**src/rtl/logic_basic_gray_counter_pkg.sv**
```systemverilog
// Shared types and helpers for the Gray-code counter slice: step direction
// encoding and width-generic wrap detection on a zero-extended count word.
package logic_basic_gray_counter_pkg;

  localparam int GRAY_MAX_W = 32;

  typedef logic [GRAY_MAX_W-1:0] gray_word_t;

  typedef enum logic {
    DIR_UP   = 1'b0,
    DIR_DOWN = 1'b1
  } dir_e;

  function automatic gray_word_t width_mask(input int w);
    gray_word_t m;
    m = '0;
    for (int i = 0; i < GRAY_MAX_W; i++) begin
      if (i < w) m[i] = 1'b1;
    end
    return m;
  endfunction

  // An up step wraps from all-ones, a down step wraps from zero.
  function automatic logic step_wraps(input gray_word_t v, input int w, input dir_e d);
    gray_word_t m;
    m = width_mask(w);
    if (d == DIR_DOWN) return (v & m) == '0;
    return (v & m) == m;
  endfunction

endpackage

```
**src/rtl/logic_basic_binary2gray.sv**
```systemverilog
// Combinational binary to reflected-Gray converter; zero latency, no flow control.
module logic_basic_binary2gray #(
  parameter int WIDTH = 4
) (
  input  logic [WIDTH-1:0] bin,
  output logic [WIDTH-1:0] gray
);

  assign gray = bin ^ (bin >> 1);

endmodule

```
**src/rtl/logic_basic_gray_counter.sv**
```systemverilog
// Stream-driven Gray counter: each accepted rx beat steps the count and emits its Gray code one cycle later;
// rx stalls while a tx beat is held. Define LOGIC_BASIC_GRAY_COUNTER_DOWN_EN to add the dir (decrement) input.
module logic_basic_gray_counter
  import logic_basic_gray_counter_pkg::*;
#(
  parameter int               WIDTH       = 4,
  parameter logic [WIDTH-1:0] RESET_VALUE = '0
) (
  input  logic             aclk,
  input  logic             areset_n,
  input  logic             clear,
  input  logic             load,
  input  logic [WIDTH-1:0] load_value,
  input  logic             rx_tvalid,
  output logic             rx_tready,
  output logic             tx_tvalid,
  input  logic             tx_tready,
  output logic [WIDTH-1:0] tx_tdata,
  output logic [WIDTH-1:0] count,
  output logic [WIDTH-1:0] count_gray,
  output logic             wrap
`ifdef LOGIC_BASIC_GRAY_COUNTER_DOWN_EN
  ,
  input  logic             dir
`endif
);

  localparam logic [WIDTH-1:0] ONE = WIDTH'(1);

  logic [WIDTH-1:0] count_d, count_q;
  logic [WIDTH-1:0] count_gray_d, count_gray_q;
  logic [WIDTH-1:0] tx_tdata_d, tx_tdata_q;
  logic             tx_tvalid_d, tx_tvalid_q;
  logic             wrap_d, wrap_q;
  logic [WIDTH-1:0] step_cnt;
  logic [WIDTH-1:0] step_gray;
  logic             step;
  dir_e             step_dir;

`ifdef LOGIC_BASIC_GRAY_COUNTER_DOWN_EN
  assign step_dir = dir_e'(dir);
`else
  assign step_dir = DIR_UP;
`endif

  // Depends only on control inputs and registered state, never on rx_tvalid.
  assign rx_tready = areset_n & ~clear & ~load & (~tx_tvalid_q | tx_tready);
  assign step      = rx_tvalid & rx_tready;
  assign step_cnt  = (step_dir == DIR_DOWN) ? (count_q - ONE) : (count_q + ONE);

  logic_basic_binary2gray #(.WIDTH(WIDTH)) u_tx_b2g (
    .bin  (step_cnt),
    .gray (step_gray)
  );

  logic_basic_binary2gray #(.WIDTH(WIDTH)) u_cnt_b2g (
    .bin  (count_d),
    .gray (count_gray_d)
  );

  always_comb begin
    count_d     = count_q;
    tx_tvalid_d = tx_tvalid_q;
    tx_tdata_d  = tx_tdata_q;
    wrap_d      = 1'b0;
    if (!areset_n) begin
      count_d = RESET_VALUE;
    end else if (clear) begin
      count_d     = RESET_VALUE;
      tx_tvalid_d = 1'b0;
    end else begin
      if (tx_tvalid_q && tx_tready) tx_tvalid_d = 1'b0;
      if (load) begin
        count_d = load_value;
      end else if (step) begin
        count_d     = step_cnt;
        tx_tvalid_d = 1'b1;
        tx_tdata_d  = step_gray;
        wrap_d      = step_wraps(gray_word_t'(count_q), WIDTH, step_dir);
      end
    end
  end

  always_ff @(posedge aclk) begin
    if (!areset_n) begin
      count_q      <= RESET_VALUE;
      count_gray_q <= count_gray_d;
      tx_tvalid_q  <= 1'b0;
      tx_tdata_q   <= '0;
      wrap_q       <= 1'b0;
    end else begin
      count_q      <= count_d;
      count_gray_q <= count_gray_d;
      tx_tvalid_q  <= tx_tvalid_d;
      tx_tdata_q   <= tx_tdata_d;
      wrap_q       <= wrap_d;
    end
  end

  assign count      = count_q;
  assign count_gray = count_gray_q;
  assign tx_tvalid  = tx_tvalid_q;
  assign tx_tdata   = tx_tdata_q;
  assign wrap       = wrap_q;

endmodule

```
**config.mk**
```make
export PLATFORM = sky130hd
export DESIGN_NAME = logic_basic_gray_counter
export DESIGN_NICKNAME = d
export VERILOG_FILES = /design/src/rtl/logic_basic_gray_counter_pkg.sv /design/src/rtl/logic_basic_binary2gray.sv /design/src/rtl/logic_basic_gray_counter.sv
export SDC_FILE = /design/constraint.sdc
export NUM_CORES = 1
export LEC_CHECK = 0
export CORE_UTILIZATION = 41
export CTS_CLUSTER_DIAMETER = 100
export CTS_CLUSTER_SIZE = 40
export DETAILED_ROUTE_END_ITERATION = 10
export PLACE_DENSITY = 0.76
export SYNTH_ARGS = -nofsm -noshare
export SYNTH_HDL_FRONTEND = slang
export SYNTH_SLANG_ARGS = --single-unit
```
**constraint.sdc**
```tcl
create_clock -name aclk -period 1.8 [get_ports aclk]
set_input_delay 0.36 -clock aclk [delete_from_list [all_inputs] [get_ports aclk]]
set_output_delay 0.36 -clock aclk [all_outputs]
set_load 0.01 [all_outputs]
```
After elaboration in Yosys (flattened, before gate mapping)
Cells that the tools add are included.
{"block": "op_classes", "addsub": 1, "eq_ne": 1, "muxes": 16, "bitwise_logic": 13, "reduce_logical": 4}
{"op": "4-bit 2-to-1 mux", "n": 4}
{"op": "1-bit 2-to-1 mux", "n": 12}
{"op": "4-bit by 3-bit bitwise XOR with 4-bit output", "n": 2}
{"op": "1-bit NOT", "n": 5}
{"op": "4-bit by 1-bit adder with 4-bit output (second input constant)", "n": 1}
{"op": "1-bit bitwise AND", "n": 4}
{"op": "4-bit bitwise AND", "n": 1}
{"op": "4-bit == test", "n": 1}
{"op": "4-bit OR reduction", "n": 1}
{"op": "3-bit AND reduction", "n": 1}
{"op": "2-bit OR reduction", "n": 1}
{"op": "1-bit logical AND", "n": 1}
{"op": "1-bit bitwise OR", "n": 1}
{"block": "totals", "ff_bits": 14}

Depth between registers and ports, before layout
{"block": "depth", "ltp_word": 12, "ltp_mapped": 5, "mapped_depth_nobuf": 5}

Modules after synthesis
Synthesis repeated with hierarchy kept, for this count alone.
{"block": "unflattened", "hier_cells": 64, "hier_area_um2": 665.6}
{"mod": "logic_basic_gray_counter", "n_inst": 1, "cells_per_inst": 56, "area_per_inst_um2": 598.1, "seq_area_each_um2": 280.3}
{"mod": "logic_basic_binary2gray", "n_inst": 2, "cells_per_inst": 4, "area_per_inst_um2": 33.8, "seq_area_each_um2": 0.0}

Worst setup path after synthesis
No wires, ideal clock.
{"block": "synth_path", "path_kind": "register -> register", "from": "reg count_q[0], in the netlist count[0]", "to": "reg count_gray_q[1], in the netlist count_gray[1]", "setup_time_ns": 0.125, "arrival_time_ns": 1.522, "slack_ns": 0.153, "path_stages_with_launch": 6, "n_path_buf": 0, "period_less_slack_ns": 1.647, "cell_sequence": "dfxtp_1 ha_1 nand3b_1 or4_1 a31o_1 xnor2_1"}
{"block": "synth_between", "elab_chain_cells": 6}
{"element": "from (decl)", "line_no": "logic_basic_gray_counter.sv:30", "source": "logic [WIDTH-1:0] count_d, count_q;"}
{"element": "from (signal assigned)", "line_no": "logic_basic_gray_counter.sv:92", "source": "count_q <= count_d;"}
{"element": "4-bit by 1-bit adder with 4-bit output", "line_no": "logic_basic_gray_counter.sv:49", "source": "assign step_cnt = (step_dir == DIR_DOWN) ? (count_q - ONE) : (count_q + ONE);"}
{"element": "4-bit 2-to-1 mux", "line_no": "logic_basic_gray_counter.sv:75", "source": "end else if (step) begin"}
{"element": "4-bit 2-to-1 mux", "line_no": "logic_basic_gray_counter.sv:73", "source": "if (load) begin"}
{"element": "4-bit 2-to-1 mux", "line_no": "logic_basic_gray_counter.sv:68", "source": "end else if (clear) begin"}
{"element": "4-bit 2-to-1 mux", "line_no": "logic_basic_gray_counter.sv:66", "source": "if (!areset_n) begin"}
{"element": "4-bit by 3-bit bitwise XOR with 4-bit output", "line_no": "logic_basic_binary2gray.sv:9", "source": "assign gray = bin ^ (bin >> 1);"}
{"element": "via count_gray_d[1]", "line_no": "logic_basic_gray_counter.sv:31", "source": "logic [WIDTH-1:0] count_gray_d, count_gray_q;"}
{"element": "to (signal assigned)", "line_no": "logic_basic_gray_counter.sv:87", "source": "count_gray_q <= count_gray_d;"}
{"element": "to (signal assigned)", "line_no": "logic_basic_gray_counter.sv:93", "source": "count_gray_q <= count_gray_d;"}
{"element": "to (decl)", "line_no": "logic_basic_gray_counter.sv:31"}
The timed path passes the listed nets, and every way through them passes these cells.
A chain may end at the register's enable or synchronous reset.

Worst setup path in the final report
{"block": "layout_path", "from": "in clear", "to": "reg count_gray_q[1], in the netlist count_gray[1]"}
{"block": "layout_between", "elab_chain_cells": 10}
{"element": "from (decl)", "line_no": "logic_basic_gray_counter.sv:11", "source": "input logic clear,"}
{"element": "1-bit NOT (no line)"}
{"element": "1-bit bitwise AND (3 in series)", "line_no": "logic_basic_gray_counter.sv:47", "source": "assign rx_tready = areset_n & ~clear & ~load & (~tx_tvalid_q | tx_tready);"}
{"element": "1-bit bitwise AND", "line_no": "logic_basic_gray_counter.sv:48", "source": "assign step = rx_tvalid & rx_tready;"}
{"element": "4-bit 2-to-1 mux", "line_no": "logic_basic_gray_counter.sv:75"}
{"element": "4-bit 2-to-1 mux", "line_no": "logic_basic_gray_counter.sv:73"}
{"element": "4-bit 2-to-1 mux *", "line_no": "logic_basic_gray_counter.sv:68"}
{"element": "4-bit 2-to-1 mux *", "line_no": "logic_basic_gray_counter.sv:66"}
{"element": "4-bit by 3-bit bitwise XOR with 4-bit output *", "line_no": "logic_basic_binary2gray.sv:9"}
{"element": "via count_gray_d[1]", "line_no": "logic_basic_gray_counter.sv:31"}
The timed path passes the listed nets; every way through them passes the cells marked *.

==> qor_table.md <==
| Stage | Parameter | This run |
| --- | --- | --- |
| layout | Area growth, synth to finish | 58.8% |
| timing | Worst Clk Skew | 2.86 ps |
| synth | Number of register bits inferred by synthesis | 14 |
| floorplanning | Initial cell density of the core | 47.0% |
| detailed routing | Drt first-iter violations | 12 |
| synth | Dominant combinational cell family by area after synthesis | simple AND/OR/NAND/NOR gates |
| worst setup path | Delay contributed by the slowest stage of the critical path | 520 ps |
| grt | GRT Overall Usage | 18.2% |
| power | Worst IR Drop VDD | 404 µV |
| cts | H-tree levels | 1 |
| cts | Buffer depth of the longest clock path | 2 |
| power | Sequential group share of total power | 48.4% |
| detailed routing | Average vias per placed instance | 5.12 |
| worst hold path | Path class of the lowest-slack min-delay path | flip-flop to flip-flop |
| floorplanning | Vertical die dimension | 41.8 µm |
| outcome | Result of the run | complete, no violations |
| worst setup path | Number of cells traversed by the worst register-to-register path | 5 |
| synth | Synthesized netlist net count | 77 |
| timing | Count of final max-slew check failures | 0 |
| timing | Maximum clock frequency | 581 MHz |
| detailed routing | Number of search-and-repair iterations in the first detailed-routing pass | 4 |
| synth | Syn Inst Count | 66 |
| detailed routing | Via count | 614 |
| detailed routing | Number of nets with antenna violations after detailed routing | 0 |
| power | Internal power | 0.524 mW |
| worst setup path | Slowest CP cell | or4_1 |
| detailed routing | Top routing layer in use | met3 |
| timing | Worst slew margin relative to its limit | 74.6% |
| grt | Global-route wire length before repair | 2440 µm |
| worst setup path | Series of cell instances along the critical path | clkdlybuf4s50_1 > nand2b_1 > or4_1 > a31o_1 > xnor2_1 |
| worst setup path | Worst Path Required | 1970 ps |
| cts | Number of buffers inserted to repair setup after CTS | 0 |
| synth | Post-synthesis xor/xnor area fraction | 10.8% |
| grt | Largest net degree at the start of global routing | 9 |
| floorplanning | Placeable core region | 0.00138 mm² |
| synth | Share of the synthesized area in the top cell type | 43.2% |
| worst setup path | Arrival time worst endpoint | 1890 ps |
| floorplanning | Row count | 13 |
| timing | Fin crit share | 95.6% |
| floorplanning | Count of pins on the block boundary | 25 |
| cts | Root Driver | clkbuf_4 |
| grt | Total congestion overflow | 0 |
| place | Input/output buffers | 24 |
| synth | Number of warnings issued by yosys | 0 |
| timing | Setup repair after global routing missed its margin | no |
| detailed routing | Routed length on met2 | 707 µm |
| detailed routing | Wire length on met1 | 688 µm |
| detailed routing | Remaining routing DRC violations | 0 |
| synth | Share of the synthesized area in compound gates (AO/OA/AOI/OAI) | 13.1% |
| synth | Post-synthesis cell type count | 30 |
| layout | Filler Cell Count | 90 |
| grt | Initial antenna violation count | 0 |
| synth | Area fraction in and, or, nand and nor cells after synthesis | 21.0% |
| synth | Most area-hungry cell type in the Yosys netlist | dfxtp_1 |
| power | Leakage | 0.427 nW |
| synth | Sequential area share after synthesis | 43.2% |
| synth | Mapped cell area | 649 µm² |
| power | Pwr per Cell Area | 662 mW/mm² |
| place | Final Wtd Congestion | 0.861 |
| worst hold path | Hold Path Stages | 2 |
| timing | Worst Tran Pin Value | 375 ps |
| floorplanning | Full die area | 0.00175 mm² |
| synth | Synthesized-area fraction occupied by adder cells | 1.93% |
| worst setup path | CP Max Fanout | 4 |
| cts | Clock-pin slew on the worst setup and hold paths | 80 ps |
| floorplanning | Horizontal die dimension | 41.8 µm |
| timing | Setup Total Neg Slack | 0 ps |
| worst setup path | Startpoint Class | input port |
| cts | Count of clock tree sinks | 14 |
| layout | Net count of the finished layout | 117 |
| cts | CTS hold repair buffers | 0 |
| timing | Worst Hold Slack | 502 ps |
| worst setup path | Classification of the worst setup path | input port to flip-flop |
| cts | Skew-Pair Late Insertion Delay | 280 ps |
| flow run | Number of maximum-capacitance constraint violations | 0 |
| power | Combinational share of power | 19.2% |
| cts | Number of buffers created by CTS | 3 |
| detailed routing | Sum of met3 wire segment lengths after detailed routing | 61 µm |
| power | Clock share of power | 32.3% |
| power | Switching power | 0.158 mW |
| timing | Hold violation count in the final report | 0 |
| layout | Inserted Diodes | 0 |
| grt | Via count of the first global-routing pass | 568 |
| place | Detailed placement HPWL | 1170 µm |
| power | Switching part of the total | 23.2% |
| synth | Top area cells in the synthesized netlist | dfxtp_1, xnor2_1, mux2i_1, nor3_2, nand2b_1 |
| synth | Syn_area_per_cell | 9.84 µm² |
| timing | Number of setup violations in the final report | 0 |
| synth | Share of synthesized area spent on multiplexers | 4.62% |
| cts | # resized after CTS | 1 |
| layout | Share of post-route cells with drive strength above 1 | 21.9% |
| timing | Crit path time final | 1720 ps |
| detailed routing | Detail-routed net length per standard cell | 12.1 µm |
| worst setup path | Kind of end point of the critical path | flip-flop |
| detailed routing | Total detailed-routing wirelength | 1460 µm |
| cts | TritonCTS clock tree | done |
[layout by cell type, fill, tap and decap left out, types with 2 or more instances in the layout]
master and instances:
mux2i_1 3, dfxtp_1 14, nand3_1 2, nor2_1 4
clkdlybuf4s50_1 23, a21oi_1 2, xor2_1 2, nor3_2 2
clkbuf_4 3, inv_1 4, xnor2_1 6, nand3b_1 2
a211o_1 2, o21ai_0 3, nand2b_1 3, buf_4 14
[state kept, by name (all words and copies together), names as in the netlist]
register	count
tx_tvalid	1
count	4
count_gray	4
tx_tdata	4
wrap	1
[through the flow]
stage | cells | utilization (%) | instance area, µm² | setup slack (ps) | power (mW)
2_1_floorplan | 66 | - | 649 | 153 | 0.396
3_3_place_gp | 116 | 71.9 | 993 | -231 | 0.468
3_5_place_dp | 116 | 71.9 | 993 | -267 | 0.468
4_1_cts | 120 | 74.4 | 1030 | 15.9 | 0.696
5_1_grt | 120 | 74.6 | 1030 | 22.6 | 0.719
6_report | 120 | 74.6 | 1030 | 78.6 | 0.682
[per-layer routing]
| layer | up-vias | track usage [%] |
|---|---|---|
| met5 | - | 0 |
| met4 | 0 | 5.81 |
| met3 | 0 | 5.22 |
| met2 | 17 | 30.9 |
| met1 | 285 | 21.8 |
| li1 | 312 | - |
[final timing paths]
check / start / endpoint / slack (ps)
max: clear / count_gray[1] / 80
min: tx_tdata[0] / tx_tdata[0] / 500
max reg2reg: count[0] / count_gray[1] / 190
min reg2reg: tx_tdata[0] / tx_tdata[0] / 500
[cell usage after synthesis, drive strengths merged]
cell and count:
dfxtp 14, xnor2 6, inv 4, nor2 4, mux2i 3, nand2b 3
nor3 3, o21ai 3, a211o 2, a21oi 2, clkbuf 2, nand3 2
nand3b 2, xor2 2, a2111oi 1, a311oi 1, a31o 1, and2b 1
and3 1, and4 1, buf 1, ha 1, nor2b 1, nor4 1
nor4b 1, o2111ai 1, o31ai 1, or4 1
[cell type report]
cell class | instances | area, µm² | area share, %
timing repair buffer | 38 | 340 | 33.0
inverter | 4 | 15.0 | 1.46
tap | 15 | 18.8 | 1.82
sequential | 14 | 280 | 27.2
multi-input combinational | 45 | 340 | 33.0
clock buffer | 4 | 36.3 | 3.52
[worst max-delay path, delay by kind of cell]
kind                   cells  cell delay (ps)
AO/OA/AOI/OAI              1              280
XOR/XNOR                   1              130
buffers and inverters      1              410
AND/OR/NAND/NOR            2              710
[cells by family after synthesis]
logic type	Yosys count
compound gates	12
simple gates	21
flops	14
buf+inv	7
xor+xnor	8
mux	3
fa+ha+maj	1
[power groups by stage]
stage	Combinational, mW	Clock (mW)	Sequential, mW
after floorplan	0.0505	0	0.345
after global placement	0.130	0	0.337
after detailed placement	0.130	0	0.338
after CTS	0.131	0.235	0.331
after global routing	0.142	0.245	0.332
final	0.131	0.221	0.330
No activity file was read; power rests on OpenSTA's default activity.
